File: config.mk
export PLATFORM = sky130hd
export DESIGN_NAME = lcd12864_ctrl
export DESIGN_NICKNAME = d
export VERILOG_FILES = /design/src/rtl/lcd12864_ctrl.sv
export SDC_FILE = /design/constraint.sdc
export NUM_CORES = 1
export LEC_CHECK = 0
export ABC_AREA = 1
export BUFFER_PORTS_ARGS = -buffer_cell sky130_fd_sc_hd__clkbuf_2
export CAP_MARGIN = 10
export CELL_PAD_IN_SITES_DETAIL_PLACEMENT = 1
export CELL_PAD_IN_SITES_GLOBAL_PLACEMENT = 1
export CORE_MARGIN = 2
export CORE_UTILIZATION = 38
export CTS_CLUSTER_DIAMETER = 50
export DETAILED_ROUTE_END_ITERATION = 12
export PLACE_DENSITY = 0.65
export SYNTH_ARGS = -nofsm -noshare
export SYNTH_HDL_FRONTEND = slang
export SYNTH_SLANG_ARGS = --single-unit
File: constraint.sdc
create_clock -name clk -period 50.1 [get_ports clk]
set_input_delay 7.515 -clock clk [delete_from_list [all_inputs] [get_ports clk]]
set_output_delay 7.515 -clock clk [all_outputs]
set_load 0.02 [all_outputs]
File: src/rtl/lcd12864_ctrl.sv
// LCD12864 refresh controller: runs the power-up wait and init sequence, then
// streams a 64-character buffer to a byte-level driver, one line at a time.
module lcd12864_ctrl #(
    parameter int CLK_FRE   = 50,
    parameter int PWRUP_MS  = 40,
    parameter int ACC_TO_MS = 8
) (
    input  logic       clk,
    input  logic       rst,
    input  logic       wr_en,
    input  logic [5:0] wr_addr,
    input  logic [7:0] wr_data,
    output logic       send_en,
    output logic [7:0] send_data,
    output logic       send_rs,
    output logic       send_rw,
    input  logic       send_busy,
    output logic       init_done,
    output logic       frame_done,
    output logic       err
);

    localparam int unsigned PWRUP_CYC = CLK_FRE * 1000 * PWRUP_MS;
    localparam int unsigned ACC_CYC   = CLK_FRE * 1000 * ACC_TO_MS;
    localparam int unsigned MAX_CYC   = (PWRUP_CYC > ACC_CYC) ? PWRUP_CYC : ACC_CYC;
    localparam int CNT_W              = $clog2(MAX_CYC) + 1;
    localparam logic [CNT_W-1:0] PWRUP_LAST = CNT_W'(PWRUP_CYC - 1);
    localparam logic [CNT_W-1:0] ACC_LAST   = CNT_W'(ACC_CYC - 1);

    typedef enum logic [2:0] {
        PWRUP,
        ISSUE,
        ACCEPT,
        COMPLETE,
        NEXT
    } state_t;

    state_t           state_reg, state_next;
    logic [CNT_W-1:0] cnt_reg, cnt_next;

    // Sequence pointer: init step while init_phase is set, otherwise line/column
    // with line_cmd marking that the line-address command is still pending.
    logic       init_phase_reg, init_phase_next;
    logic [1:0] init_idx_reg, init_idx_next;
    logic [1:0] line_reg, line_next;
    logic [3:0] col_reg, col_next;
    logic       line_cmd_reg, line_cmd_next;

    logic       send_en_reg, send_en_next;
    logic [7:0] send_data_reg, send_data_next;
    logic       send_rs_reg, send_rs_next;
    logic       init_done_reg, init_done_next;
    logic       frame_done_reg, frame_done_next;
    logic       err_reg, err_next;

    logic [7:0] char_mem [64];
    logic [7:0] xfer_data;
    logic       xfer_rs;

    always_ff @(posedge clk or posedge rst) begin
        if (rst) begin
            for (int i = 0; i < 64; i++) begin
                char_mem[i] <= 8'h20;
            end
        end else if (wr_en) begin
            char_mem[wr_addr] <= wr_data;
        end
    end

    // Byte addressed by the current pointer; sampled only when entering ISSUE.
    always_comb begin
        xfer_rs   = 1'b0;
        xfer_data = 8'h00;
        if (init_phase_reg) begin
            case (init_idx_reg)
                2'd0:    xfer_data = 8'h30;
                2'd1:    xfer_data = 8'h0C;
                2'd2:    xfer_data = 8'h01;
                default: xfer_data = 8'h06;
            endcase
        end else if (line_cmd_reg) begin
            case (line_reg)
                2'd0:    xfer_data = 8'h80;
                2'd1:    xfer_data = 8'h90;
                2'd2:    xfer_data = 8'h88;
                default: xfer_data = 8'h98;
            endcase
        end else begin
            xfer_rs   = 1'b1;
            xfer_data = char_mem[{line_reg, col_reg}];
        end
    end

    always_ff @(posedge clk or posedge rst) begin
        if (rst) begin
            state_reg      <= PWRUP;
            cnt_reg        <= '0;
            init_phase_reg <= 1'b1;
            init_idx_reg   <= 2'd0;
            line_reg       <= 2'd0;
            col_reg        <= 4'd0;
            line_cmd_reg   <= 1'b1;
            send_en_reg    <= 1'b0;
            send_data_reg  <= 8'h00;
            send_rs_reg    <= 1'b0;
            init_done_reg  <= 1'b0;
            frame_done_reg <= 1'b0;
            err_reg        <= 1'b0;
        end else begin
            state_reg      <= state_next;
            cnt_reg        <= cnt_next;
            init_phase_reg <= init_phase_next;
            init_idx_reg   <= init_idx_next;
            line_reg       <= line_next;
            col_reg        <= col_next;
            line_cmd_reg   <= line_cmd_next;
            send_en_reg    <= send_en_next;
            send_data_reg  <= send_data_next;
            send_rs_reg    <= send_rs_next;
            init_done_reg  <= init_done_next;
            frame_done_reg <= frame_done_next;
            err_reg        <= err_next;
        end
    end

    // Outputs are registered from the next state, so send_en rises on the edge
    // that enters ISSUE and is never high while PWRUP is the current state.
    always_comb begin
        state_next      = state_reg;
        cnt_next        = cnt_reg;
        init_phase_next = init_phase_reg;
        init_idx_next   = init_idx_reg;
        line_next       = line_reg;
        col_next        = col_reg;
        line_cmd_next   = line_cmd_reg;
        send_en_next    = send_en_reg;
        send_data_next  = send_data_reg;
        send_rs_next    = send_rs_reg;
        init_done_next  = init_done_reg;
        frame_done_next = 1'b0;
        err_next        = err_reg;

        case (state_reg)
            PWRUP: begin
                send_en_next = 1'b0;
                if (cnt_reg == PWRUP_LAST) begin
                    cnt_next       = '0;
                    state_next     = ISSUE;
                    send_en_next   = 1'b1;
                    send_data_next = xfer_data;
                    send_rs_next   = xfer_rs;
                end else begin
                    cnt_next = cnt_reg + 1'b1;
                end
            end
            ISSUE: begin
                cnt_next   = '0;
                state_next = ACCEPT;
            end
            ACCEPT: begin
                if (send_busy) begin
                    send_en_next = 1'b0;
                    state_next   = COMPLETE;
                end else if (cnt_reg == ACC_LAST) begin
                    send_en_next    = 1'b0;
                    err_next        = 1'b1;
                    init_done_next  = 1'b0;
                    cnt_next        = '0;
                    init_phase_next = 1'b1;
                    init_idx_next   = 2'd0;
                    line_next       = 2'd0;
                    col_next        = 4'd0;
                    line_cmd_next   = 1'b1;
                    state_next      = PWRUP;
                end else begin
                    cnt_next = cnt_reg + 1'b1;
                end
            end
            COMPLETE: begin
                if (!send_busy) begin
                    state_next = NEXT;
                    if (init_phase_reg) begin
                        if (init_idx_reg == 2'd3) begin
                            init_phase_next = 1'b0;
                            init_done_next  = 1'b1;
                            line_next       = 2'd0;
                            col_next        = 4'd0;
                            line_cmd_next   = 1'b1;
                        end else begin
                            init_idx_next = init_idx_reg + 2'd1;
                        end
                    end else if (line_cmd_reg) begin
                        line_cmd_next = 1'b0;
                    end else if (col_reg == 4'd15) begin
                        col_next        = 4'd0;
                        line_cmd_next   = 1'b1;
                        line_next       = line_reg + 2'd1;
                        frame_done_next = (line_reg == 2'd3);
                    end else begin
                        col_next = col_reg + 4'd1;
                    end
                end
            end
            NEXT: begin
                state_next     = ISSUE;
                send_en_next   = 1'b1;
                send_data_next = xfer_data;
                send_rs_next   = xfer_rs;
            end
            default: begin
                state_next   = PWRUP;
                cnt_next     = '0;
                send_en_next = 1'b0;
            end
        endcase
    end

    assign send_en    = send_en_reg;
    assign send_data  = send_data_reg;
    assign send_rs    = send_rs_reg;
    assign send_rw    = 1'b0;
    assign init_done  = init_done_reg;
    assign frame_done = frame_done_reg;
    assign err        = err_reg;

endmodule

==> key figures <==
Worst setup path
  – CP required: about 51 ns
  – Critical path class: input pin to flop
  – Crit. Startpoint: wr_addr[1]
  – Worst Path Max Fanout: 16
  – Startpoint types: input pin
  – Setup crit end kind: flop
  – Most frequent cell on the critical path: nand2_1
  – CP cell instances: clkbuf_2 > inv_1 > nand2_1 > nor2_2 > nand2_1 > nand2_1 > o21ai_0
  – Slowest stage delay, CP: 0.76 ns
  – Reg2Reg Setup Slack: 45.46 ns
  – Crit-path slowest cell: nor2_2
  – Worst endpoint data arrival time: between 9 and 10 ns
  – Worst r2r src: col_reg[0]

GRT
  – Gr usage total: 25.1%
  – Largest net degree at the start of global routing: 165
  – Initial antenna violation count: 2
  – Global-route wire length before repair: 137000 um
  – Vias in the first global route: approximately 23000
  – GR Overflow Total: 0

Run status
  – Status: complete, no violations

Placed design
  – Gpl congestion: 0.825
  – Dpl cell area: about 26000 sq um
  – DP Wirelength: just over 50000 um
  – Port Buffers: 30
  – Pre-CTS setup slack: ~40 ns
  – Placed insts: 3942

Synthesis
  – Syn Area/Cell: between 7 and 8 sq um
  – Syn Inst Count: 3223
  – Syn Nets: 3250
  – Yosys Warn Count: 0
  – Top-count cell post-synth: nand2_1
  – Post-synth EDFFs: 0
  – #FFs+latches synth: between 500 and 600
  – Post-synth top area cell: dfrtp_1
  – Seq/Total Area, Yosys: 54.7%
  – Synth cell types: 33
  – Area fraction of the dominant cell type after synthesis: 47.9%
  – Ys flop type: dfrtp_1
  – Synth area leaders: dfrtp_1, nand2_1, o21ai_0, dfstp_2, nand3_1
  – Mapped cell area: 25800 sq um
  – Synth top cells by count: nand2_1, o21ai_0, dfrtp_1
  – Ys async rst share: between 90% and 100%

Min path
  – HP Class: flop to flop
  – Hold_sp: send_en

CTS
  – Clk sinks: 560
  – Worst skew pair latency: 0.63 ns
  – CTS Buf Count: between 70 and 80
  – CTS Buffer Depth: 3
  – CTS Root Cell: clkbuf_16
  – Post-CTS Setup Bufs: 0
  – H-tree depth: 3
  – Post-CTS resize count: 0
  – CTS tree: built
  – CTS Hold Bufs: 0
  – Clock Pin Slew Worst Setup and Hold Paths: approximately 0.06 ns

STA
  – Clk_skew: 0.0199 ns
  – Slew of the pin with the lowest slew margin: 1.02 ns
  – Slew Limit Fails: 0
  – Fin Setup TNS: 0 ns
  – Slew Limit Headroom: 32.0%
  – Hold_ws: between 0.4 and 0.5 ns
  – Final Setup Violations: 0
  – Setup WS post-layout: 41.03 ns
  – RSZ-0062 raised after global routing: no
  – Final worst path period need: 9.07 ns
  – Period utilization: a little under a fifth
  – Final Hold Fails: 0
  – Achievable Freq: ~110 MHz

Cells and area
  – Ratio of cells with drive above 1 in the final layout: 9.04%
  – N_diodes: 0
  – Final Net Count: 3173
  – Max reg flops: 512
  – Non-filler cells, final: 4081
  – Layout overhead on the synthesized area: 12.7%
  – Final Util: 43.3%
  – Final Cell Area: 29100 sq um

Routing
  – Via count: 22200
  – Total routed wirelength: 86600 um
  – Drt first pass iters: 5
  – Drt via density: 5.45
  – Initial drt markers: 1496
  – Detailed-route wire length per cell: 21.2 um
  – Final antenna-violating net count: 0
  – DRC Markers: 0

Die
  – Initial Util: 38.4%
  – Die Span X: 264 um
  – IO Pins: 32
  – CORE AREA: 67200 sq um
  – DIE HEIGHT: 264 um
  – # rows: 95
  – Full die area: 69900 sq um

Power
  – Power Total: 1.40 mW
  – Power Density: 48.2 nW/um^2
  – Leak: 13.0 nW
  – VDD IR max: about 0.000031 V

Job
  – Maxcap violations: 0
## cell families after synthesis
family                     count (synthesis)  synth area share, %
adders and majority gates                  9                0.437
AOI/OAI and AO/OA                        847                 16.8
buffers and inverters                    324                 4.89
other                                      1               0.0145
and+or+nand+nor                         1475                 22.9
xor gates and xnor gates                   7                0.238
DFF                                      560                 54.7
## final cells by class
type / instances / area (sq um)
well taps: 873 / 1090
multi-input cells: 2339 / 10500
clock inverters: 39 / 454
inverters: 106 / 410
clock buffers: 100 / 2110
repair buffers: 64 / 430
flip-flops and latches: 560 / 14100
fillers: 7982 / 38100
## routing by layer
layer	track usage, %	up-vias	routed length (um)
li1	-	10500	-
met1	33.4	11200	39600
met4	8.49	4	2740
met2	42.3	389	41200
met3	3.00	149	2970
met5	0	-	26
## cell usage in the layout (no fill, tap or decap), types with 6 or more instances in the layout
master      synthesis  layout
clkinvlp_4          0       6
nor3_1             28      27
clkbuf_1          178      13
nand3_1           160     160
buf_4               1      32
ha_1                9       9
a21oi_1           126     126
nor3_4              7       7
xor2_1              6       6
nor2_1            140     134
nand4_1            11      11
nor2_2              0       6
dfrtp_1           494     492
o22ai_1            48      48
inv_2               2      10
inv_6               0       9
nand2_1          1122    1121
clkinv_2            0      12
dfstp_2            66      66
o21ai_0           657     657
clkbuf_2            0      30
inv_1              92      90
clkbuf_8            0      10
clkbuf_16           0      77
bufinv_16           0       7
## critical path: cells and delay by family
family	cells	cell delay, ns
AO/OA/AOI/OAI	1	0.10
AND/OR/NAND/NOR	4	1.69
buffers and inverters	2	0.21
## report_power, final
part	switching, mW	internal (mW)
combinational	0.208	0.0769
sequential	0.0405	0.520
clock	0.218	0.337
total	0.467	0.933
## path summary, 6_finish.rpt
| kind | cells after the start | endpoint |
|---|---|---|
| max in group asynchronous | 3 | col_reg[0] |
| max reg2reg | 11 | send_data[1] |
| max | 7 | char_mem[83] |
| min | 2 | send_en |
| min in group asynchronous | 2 | char_mem[130] |
| min reg2reg | 2 | send_en |
Note: power is estimated with default switching activity, not from simulation.
